[src/rtl/zpulse_pkg.sv]
// Shared defaults, FSM state encoding and slot-word layout for the pulse binner.
package zpulse_pkg;

    localparam int DEF_SLOTS_PER_FRAME = 60;
    localparam int DEF_CNT_W           = 16;
    localparam int DEF_IDX_W           = 6;
    localparam int DEF_SYNC_STAGES     = 2;

    typedef enum logic [1:0] {
        S_IDLE = 2'd0,
        S_RUN  = 2'd1,
        S_DONE = 2'd2
    } state_t;

    // Slot word layout: count in the LSBs, slot index directly above it.
    localparam int SW_CNT_LSB = 0;

endpackage

[src/rtl/zpulse_sync_edge.sv]
// Multi-stage synchronizer for the asynchronous detector pulse plus a rising-edge
// strobe; the strobe is one clock wide and appears SYNC_STAGES clocks after the pulse.
module zpulse_sync_edge #(
    parameter int SYNC_STAGES = 2
) (
    input  logic iClk,
    input  logic iRst_N,
    input  logic iPulse,
    output logic oEdge
);

    logic [SYNC_STAGES-1:0] r_sync;
    logic                   r_prev;

    always_ff @(posedge iClk or negedge iRst_N) begin
        if (!iRst_N) begin
            r_sync <= '0;
            r_prev <= 1'b0;
        end else begin
            r_sync[0] <= iPulse;
            for (int i = 1; i < SYNC_STAGES; i++) begin
                r_sync[i] <= r_sync[i-1];
            end
            r_prev <= r_sync[SYNC_STAGES-1];
        end
    end

    assign oEdge = r_sync[SYNC_STAGES-1] & ~r_prev;

endmodule

[src/rtl/zslot_pulse_binner.sv]
// Counts detector pulses per 333 us slot and emits one {slot, count} word per slot
// through a single-entry valid/ready output register.
//   state  | meaning
//   S_IDLE | waiting for a resample tick, counter held at 0, gap ticks ignored
//   S_RUN  | counting edges, capturing a slot word on every gap tick
//   S_DONE | last slot captured, waiting for the output register to drain
module zslot_pulse_binner
    import zpulse_pkg::*;
#(
    parameter int SLOTS_PER_FRAME = DEF_SLOTS_PER_FRAME,
    parameter int CNT_W           = DEF_CNT_W,
    parameter int IDX_W           = DEF_IDX_W,
    parameter int SYNC_STAGES     = DEF_SYNC_STAGES
) (
    input  logic                   iClk,
    input  logic                   iRst_N,
    input  logic                   iPulse,
    input  logic                   iTickGap,
    input  logic                   iTickReSample,
    output logic [IDX_W+CNT_W-1:0] oSlotData,
    output logic                   oSlotValid,
    input  logic                   iSlotReady,
    output logic                   oFrameDone,
    output logic                   oBusy,
    output logic                   oOverflow,
    output logic                   oSat
);

    localparam int SW_IDX_LSB = SW_CNT_LSB + CNT_W;

    logic                   w_edge;
    logic [CNT_W-1:0]       w_cnt_next;
    logic                   w_cnt_max;
    logic                   w_sat_hit;
    logic                   w_accept;
    logic                   w_room;
    logic                   w_capture;
    logic                   w_last_slot;

    state_t                 r_state;
    logic [CNT_W-1:0]       r_cnt;
    logic [IDX_W-1:0]       r_slot;
    logic [IDX_W+CNT_W-1:0] r_data;
    logic                   r_valid;
    logic                   r_frame_done;
    logic                   r_overflow;
    logic                   r_sat;

    zpulse_sync_edge #(
        .SYNC_STAGES (SYNC_STAGES)
    ) u_sync_edge (
        .iClk   (iClk),
        .iRst_N (iRst_N),
        .iPulse (iPulse),
        .oEdge  (w_edge)
    );

    always_comb begin
        w_cnt_max   = &r_cnt;
        w_sat_hit   = w_edge & w_cnt_max;
        w_cnt_next  = (w_edge && !w_cnt_max) ? r_cnt + 1'b1 : r_cnt;
        w_accept    = r_valid & iSlotReady;
        w_room      = ~r_valid | w_accept;
        // A resample on the same cycle aborts the frame, so the slot is not captured.
        w_capture   = (r_state == S_RUN) & iTickGap & ~iTickReSample;
        w_last_slot = (r_slot == IDX_W'(SLOTS_PER_FRAME - 1));
    end

    always_ff @(posedge iClk or negedge iRst_N) begin
        if (!iRst_N) begin
            r_state      <= S_IDLE;
            r_cnt        <= '0;
            r_slot       <= '0;
            r_data       <= '0;
            r_valid      <= 1'b0;
            r_frame_done <= 1'b0;
            r_overflow   <= 1'b0;
            r_sat        <= 1'b0;
        end else begin
            r_frame_done <= 1'b0;

            if (w_accept) begin
                r_valid <= 1'b0;
            end
            if (w_capture) begin
                if (w_room) begin
                    r_data[SW_IDX_LSB +: IDX_W] <= r_slot;
                    r_data[SW_CNT_LSB +: CNT_W] <= w_cnt_next;
                    r_valid                     <= 1'b1;
                end else begin
                    r_overflow <= 1'b1;
                end
            end

            case (r_state)
                S_IDLE: begin
                    r_cnt <= '0;
                    if (iTickReSample) begin
                        r_state    <= S_RUN;
                        r_slot     <= '0;
                        r_overflow <= 1'b0;
                        r_sat      <= 1'b0;
                    end
                end
                S_RUN: begin
                    if (iTickReSample) begin
                        r_slot     <= '0;
                        r_cnt      <= '0;
                        r_overflow <= 1'b0;
                        r_sat      <= 1'b0;
                    end else begin
                        if (w_sat_hit) begin
                            r_sat <= 1'b1;
                        end
                        if (iTickGap) begin
                            r_cnt <= '0;
                            if (w_last_slot) begin
                                r_slot  <= '0;
                                r_state <= S_DONE;
                            end else begin
                                r_slot <= r_slot + 1'b1;
                            end
                        end else begin
                            r_cnt <= w_cnt_next;
                        end
                    end
                end
                S_DONE: begin
                    r_cnt <= '0;
                    if (iTickReSample) begin
                        r_state    <= S_RUN;
                        r_slot     <= '0;
                        r_overflow <= 1'b0;
                        r_sat      <= 1'b0;
                    end else if (w_room) begin
                        r_frame_done <= 1'b1;
                        r_state      <= S_IDLE;
                    end
                end
                default: r_state <= S_IDLE;
            endcase
        end
    end

    assign oSlotData  = r_data;
    assign oSlotValid = r_valid;
    assign oFrameDone = r_frame_done;
    assign oBusy      = (r_state == S_RUN);
    assign oOverflow  = r_overflow;
    assign oSat       = r_sat;

endmodule

[config.mk]
export PLATFORM = sky130hd
export DESIGN_NAME = zslot_pulse_binner
export DESIGN_NICKNAME = d
export VERILOG_FILES = /design/src/rtl/zpulse_pkg.sv /design/src/rtl/zpulse_sync_edge.sv /design/src/rtl/zslot_pulse_binner.sv
export SDC_FILE = /design/constraint.sdc
export NUM_CORES = 1
export LEC_CHECK = 0
export CORE_UTILIZATION = 56
export DETAILED_ROUTE_END_ITERATION = 10
export PLACE_DENSITY = 0.88
export SLEW_MARGIN = 0
export SYNTH_ARGS = -nofsm -noshare
export SYNTH_HDL_FRONTEND = slang
export SYNTH_SLANG_ARGS = --single-unit
[constraint.sdc]
create_clock -name iClk -period 1.9 [get_ports iClk]
set_input_delay 0.19 -clock iClk [delete_from_list [all_inputs] [get_ports iClk]]
set_output_delay 0.19 -clock iClk [all_outputs]
set_load 0.05 [all_outputs]
**Word level (Yosys, flattened, before mapping)**

Index checks and enable logic that the tools add are counted.

- Output and inout bits: 27
- Memories kept: 0
- Latch bits: 0
- Bits in registers: 53
- Bits in writable memories: 0
- Memory bits (read-only): 0
- Word-level logic and storage cells: 73

- Eq/ne operators: 11
- Multiplexer cells: 30
- Reductions and logical operators: 11
- Magnitude comparators: 0
- Shift operators: 0
- $mul: 0
- Div/mod/pow operators: 0
- Add/sub/neg operators: 2
- Bitwise gates (word level): 9

Operators with widths:

| kind | count |
|---|---|
| two-way mux 16 bit | 3 |
| one-hot mux 16 bit (2 select lines) | 1 |
| two-way mux 6 bit | 4 |
| adder 16 x 1 -> 16 bit, second input constant | 1 |
| AND reduction 16 bit | 1 |
| two-way mux 1 bit | 13 |
| two-way mux 2 bit | 6 |
| one-hot mux 6 bit (2 select lines) | 1 |
| adder 6 x 1 -> 6 bit, second input constant | 1 |
| equality test 6 bit, second input constant | 1 |
| != test 2 bit, second input constant | 3 |
| != test 3 bit, second input constant | 2 |
| one-hot mux 2 bit (3 select lines) | 1 |
| AND reduction 3 bit | 2 |
| bitwise AND 1 bit | 5 |
| AND reduction 5 bit | 1 |
| != test 2 x 1 -> 1 bit, second input constant | 2 |
| != test 3 x 2 -> 1 bit, second input constant | 1 |
| inverter 1 bit | 3 |
| OR reduction 3 bit | 1 |
| equality test 2 x 1 -> 1 bit, second input constant | 1 |
| equality test 2 bit, second input constant | 1 |
| zero test 2 bit | 1 |
| one-hot mux 1 bit (2 select lines) | 1 |
| other kinds (6) | 6 |

**Depth between registers and ports, before layout**

- Depth in word-level cells: 7
- Depth in mapped cells: 6
- Mapped depth without buffers: 5

**Modules after synthesis**

Synthesis repeated with hierarchy kept, for this count alone.

- Cell total of the unflattened synthesis: 310
- Area total of the unflattened synthesis: 2,895.3 um^2

Modules (own cells, without submodules):

| module | cells an instance | seq. area each (um^2) | instances | area an instance (um^2) |
|---|---|---|---|---|
| zslot_pulse_binner | 306 | 1,251.2 | 1 | 2,806.4 |
| zpulse_sync_edge | 4 | 75.1 | 1 | 88.8 |

**Worst setup path before layout**

OpenSTA, ideal clock, no wires.

- Kind: reg-to-reg
- Start point: reg r_cnt[0]
- End point: reg r_cnt[14]
- Stages on the path, launching flop included: 6
- Data arrival time: 1.664 ns
- Required time: 1.831 ns
- Library setup time: 0.069 ns
- Slack: 0.167 ns
- Path buffers: 0
- Cells stage by stage: dfrtp_1 > ha_1 > and3b_1 > nand4_1 > or4_1 > nand3_1

- Cells in the longest elaborated chain, start to end: 7
- Elaborated cells on any way between the ends: 8
- Classes of those cells: add/sub (1); mux (4); reduce/logical (3)

RTL lines:

| what | line | source |
|---|---|---|
| start, declared | zslot_pulse_binner.sv:41 | `logic [CNT_W-1:0] r_cnt;` |
| start signal, assigned | zslot_pulse_binner.sv:124 | `r_cnt <= w_cnt_next;` |
| parallel branches: the longest is 3 deep, another holds adder 16 x 1 -> 16 bit | - |  |
| two-way mux 16 bit (*) | zslot_pulse_binner.sv:61 | `w_cnt_next = (w_edge && !w_cnt_max) ? r_cnt + 1'b1 : r_cnt;` |
| two-way mux 16 bit (*) | zslot_pulse_binner.sv:115 | `if (iTickGap) begin` |
| two-way mux 16 bit (*) | zslot_pulse_binner.sv:106 | `if (iTickReSample) begin` |
| one-hot mux 16 bit (2 select lines) (*) | zslot_pulse_binner.sv:95 | `case (r_state)` |

Mark *: on every way between the ends.
A chain may end at the register's enable or synchronous reset.

**Worst setup path in the final report**

- Start point: reg u_sync_edge.r_prev
- End point: reg r_cnt[13]

- Cells in the longest elaborated chain, start to end: 7

RTL lines:

| what | line | source |
|---|---|---|
| start, declared | zpulse_sync_edge.sv:13 | `logic r_prev;` |
| start signal, assigned | zpulse_sync_edge.sv:24 | `r_prev <= r_sync[SYNC_STAGES-1];` |
| inverter 1 bit | zpulse_sync_edge.sv:28 | `assign oEdge = r_sync[SYNC_STAGES-1] & ~r_prev;` |
| bitwise AND 1 bit | zpulse_sync_edge.sv:28 |  |
| logical AND 1 bit | zslot_pulse_binner.sv:61 |  |
| two-way mux 16 bit | zslot_pulse_binner.sv:61 |  |
| two-way mux 16 bit | zslot_pulse_binner.sv:115 |  |
| two-way mux 16 bit | zslot_pulse_binner.sv:106 |  |
| one-hot mux 16 bit (2 select lines) | zslot_pulse_binner.sv:95 |  |

Every way passes these cells.

==> results.md <==
Logic synthesis:
- The commonest register cell after synthesis is sky130_fd_sc_hd__dfrtp_1.
- The synthesized design contains 0 enable-type register cells.
- The number of nets handed over by synthesis was 320.
- After synthesis the cells add up to 2820 µm².
- In the synthesized netlist, the cells that appear most often are sky130_fd_sc_hd__dfrtp_1, sky130_fd_sc_hd__nand2_1, sky130_fd_sc_hd__o21ai_0.
- The count of unique library cells instantiated by Yosys is 55.
- Synthesis inferred 53 register bits.
- The most frequently used cell type in the post-synthesis netlist is sky130_fd_sc_hd__dfrtp_1.
- The area share of the largest cell type after synthesis is 47.1%.
- The proportion of synthesized flip-flops having asynchronous set or reset is 100%.
- In the synthesized netlist, the number of instances is 312.
- A synthesized cell averages 9.02 µm².
- The largest total area in the synthesized netlist belongs to sky130_fd_sc_hd__dfrtp_1.
- After synthesis, the cell types taking the most area are sky130_fd_sc_hd__dfrtp_1, sky130_fd_sc_hd__nand2_1, sky130_fd_sc_hd__a31oi_1.
- The number of warnings printed during yosys synthesis is 0.
- The proportion of synthesized chip area in sequential cells is 47.1%.

Cells and area:
- The number of antenna diodes in the final layout is 0.
- Relative to the synthesized area, the layout overhead comes to 24.6%.
- The number of nets in the finished design is 372.
- The share of cells above drive strength 1 is 14.0%.
- After the flow finishes, the layout carries non-filler instances totaling 432.

Clock tree:
- The number of buffers created by CTS is 5.
- The H-tree generated during clock tree synthesis spans 2 levels.
- TritonCTS built the clock tree.
- CTS saw 53 sinks.
- The deepest clock path buffer count is 2.
- The insertion delay of the later-clocked pin in the worst-skew pair is 0.31 ns.
- The tree is rooted in a sky130_fd_sc_hd__clkbuf_8.
- After clock tree synthesis, the clock-pin slew on the worst setup and hold paths is 0.10 ns.

STA:
- The number of slew-limit violations in the final report is 0.
- Measured against its own limit, the worst slew margin works out to 62.3%.
- Setup repair after global routing left no endpoint under its margin.
- Counting I/O delays and the setup requirement, the final critical path takes 1.84 ns.
- For this run, the top clock speed supported by timing is 0.543 GHz.
- The number of failing hold endpoints at the final stage is 0.
- After layout, the worst path uses 96.9% of the clock period.
- The slew at the pin closest to its max-slew limit is 0.565 ns.
- After routing, the total negative slack on setup checks comes to 0 ns.
- Setup violations remaining at the end of the flow were counted as 0.
- The clock arrives with 0.00885 ns of skew.

Die:
- The starting density of the core is 58.8%.
- After floorplanning, the core was sized to cover 4790 µm².
- The area enclosed by the die boundary is 5310 µm².
- In this run the vertical extent of the chip is 72.9 µm.
- The initialized floorplan defines 25 standard-cell rows.
- The horizontal extent of the die is 72.9 µm.
- The count of boundary I/O pins is 33.

Placement:
- The weighted congestion at the end of routability-driven global placement is 0.902.
- Port buffering added 32 buffers.
- The cell total after placement is 423.
- Summed over all nets, the half-perimeter wirelength after detailed placement is 4.52 mm.

Detailed routing:
- The first routing iteration left 219 violations.
- For this block, the routed nets add up to 6.55 mm of wire.
- The amount of wire on met2 after detailed routing is 3.17 mm.
- The via total after detailed routing is 2,657.
- The wire length on met1 is 2.82 mm.
- After detailed routing, the average wire length per cell comes to 15.2 µm.
- The met3 wire length is 398 µm.
- The number of detailed-route iterations in the first pass is 4.
- Once detail routing completed, the nets flagged for antenna violations numbered 0.
- The mean number of vias per cell is 6.15.
- In the routed design, unresolved DRC markers number 0.
- The highest metal layer carrying signal wires in the routed design is met4.

Global route:
- After global routing the overflow that remains totals 0.
- The number of global-route vias before repair is 2,510.
- The initial antenna violation count came to 0.
- Entering global routing, the biggest net connects 32 pins.
- For this run, the total global-route usage over all layers was measured as 27.7%.
- The first global-routing pass estimated 11.4 mm of wire.

Power and ir drop:
- In this run, flip-flops and latches consume 47.7% of the power.
- The relative contribution of combinational cells to total power is 21.7%.
- For this design the total switching power over the nets is 778 µW.
- Net switching is 29.7% of the power.
- The internal cell power is 1.84 mW.
- In this run the static leakage power is 1.45 nW.
- VDD sags by at most 0.552 mV.
- The clock network accounts for 30.7% of the total power.
- For this design the ratio of total power to cell area is 746 nW/µm².

Setup path:
- The critical path launch point type is a flip-flop.
- The worst setup path is of the flip-flop to flip-flop kind.
- Along the worst path, the maximum fanout reaches 4.
- The sort of element at the end of the critical path is a flip-flop.
- The data required time at the worst endpoint is 2.14 ns.
- The arrival time at the worst endpoint is 2.09 ns.

Hold path:
- The tightest min-delay check is of the input pin to flip-flop type.

Run:
- The tool flagged a number of max-cap violations equal to 0.

Run status:
- The run finished with clean final reports.
## layer usage
| layer | up-vias | GRT usage [%] |
|---|---|---|
| li1 | 1269 | - |
| met1 | 1275 | 36.7 |
| met2 | 97 | 43.3 |
| met3 | 16 | 5.52 |
| met4 | 0 | 14.2 |
| met5 | - | 0 |
## area by class of cell
cell class | count | area (µm²)
Multi-Input combinational cell | 230 | 1380
Clock inverter | 1 | 30.0
Clock buffer | 7 | 86.3
Sequential cell | 53 | 1330
Inverter | 10 | 37.5
Fill cell | 339 | 1280
Tap cell | 67 | 83.8
Timing Repair Buffer | 64 | 568
## state kept, by name, indices dropped and copies added (netlist names)
signal              count
r_slot                  6
oSlotData              22
u_sync_edge.r_prev      1
oOverflow               1
r_state                 2
oFrameDone              1
oSat                    1
oSlotValid              1
r_cnt                  16
u_sync_edge.r_sync      2
## worst max-delay path, stage by stage, from the launching register on
cell	delay (ns)
sky130_fd_sc_hd__dfrtp_1	0.39
sky130_fd_sc_hd__nand4b_1	0.31
sky130_fd_sc_hd__or4_4	0.60
sky130_fd_sc_hd__o31a_2	0.34
sky130_fd_sc_hd__a31oi_1	0.13
## cells in the final DEF, fill, tap and decap left out, drive strengths merged, types with 2 or more instances in the layout
cell	netlist	routed
dfrtp	53	53
nand2	35	35
buf	6	33
clkdlybuf4s50	0	30
o21ai	23	23
nor2	21	21
a31oi	20	20
nand3	16	16
nor3	14	14
or3	11	11
inv	10	10
nand4	10	10
a21oi	9	9
clkbuf	13	7
or4	6	6
nand2b	5	5
o22ai	4	4
o31ai	4	4
o211ai	4	4
and4	4	4
o31a	4	4
and2	4	4
nor4	3	3
and3	2	2
nand3b	2	2
o21a	2	2
a21o	2	2
o311ai	2	2
a2bb2oi	2	2
xor2	2	2
a22oi	2	2
ha	2	2
## power by group through the flow
stage	combinational, mW	clock [mW]	sequential (mW)
after floorplan	0.142	0	1.47
after global placement	0.557	0	1.27
final	0.568	0.802	1.25
after CTS	0.571	0.805	1.25
after detailed placement	0.564	0	1.27
after global routing	0.613	0.862	1.26
## path summary, 6_finish.rpt
check	endpoint	slack, ns	depth (start not counted)	from
max	r_cnt[13]	0.06	4	u_sync_edge.r_prev
min	u_sync_edge.r_sync[0]	0.31	1	iPulse
max reg2reg	r_cnt[13]	0.06	4	u_sync_edge.r_prev
min reg2reg	u_sync_edge.r_sync[1]	0.36	0	u_sync_edge.r_sync[0]
max in group asynchronous	r_slot[2]	0.95	3	iRst_N
min in group asynchronous	r_cnt[7]	0.39	2	iRst_N
## cell families after synthesis
kind of cell,count (synthesis),share of synthesized area [%]
and+or+nand+nor,140,27.2
AOI/OAI and AO/OA,85,19.6
DFF,53,47.1
buffers and inverters,29,4.18
xor gates and xnor gates,2,0.622
adders and majority gates,2,0.889
muxes,1,0.356
## metrics by stage
stage | util [%] | worst slack [ns] | hold slack, ns | total power [mW] | cell area (µm²)
2_1_floorplan | - | 0.167 | -0.106 | 1.61 | 2820
3_3_place_gp | 70.6 | 0.0336 | 0.205 | 1.82 | 3380
3_5_place_dp | 70.6 | -0.0157 | 0.200 | 1.83 | 3380
4_1_cts | 73.3 | 0.0719 | 0.319 | 2.62 | 3510
5_1_grt | 73.3 | 0.00228 | 0.306 | 2.73 | 3510
6_report | 73.3 | 0.0581 | 0.311 | 2.62 | 3510
## what timing repair did
action | 4_1_cts | 5_1_grt
gates resized for setup | 0 | 1
hold endpoints to repair | 22 | 0
buffers inserted | 0 | 0
setup endpoints to repair | 0 | 3
hold buffers | 1 | 0
Note: power is estimated with default switching activity, not from simulation.
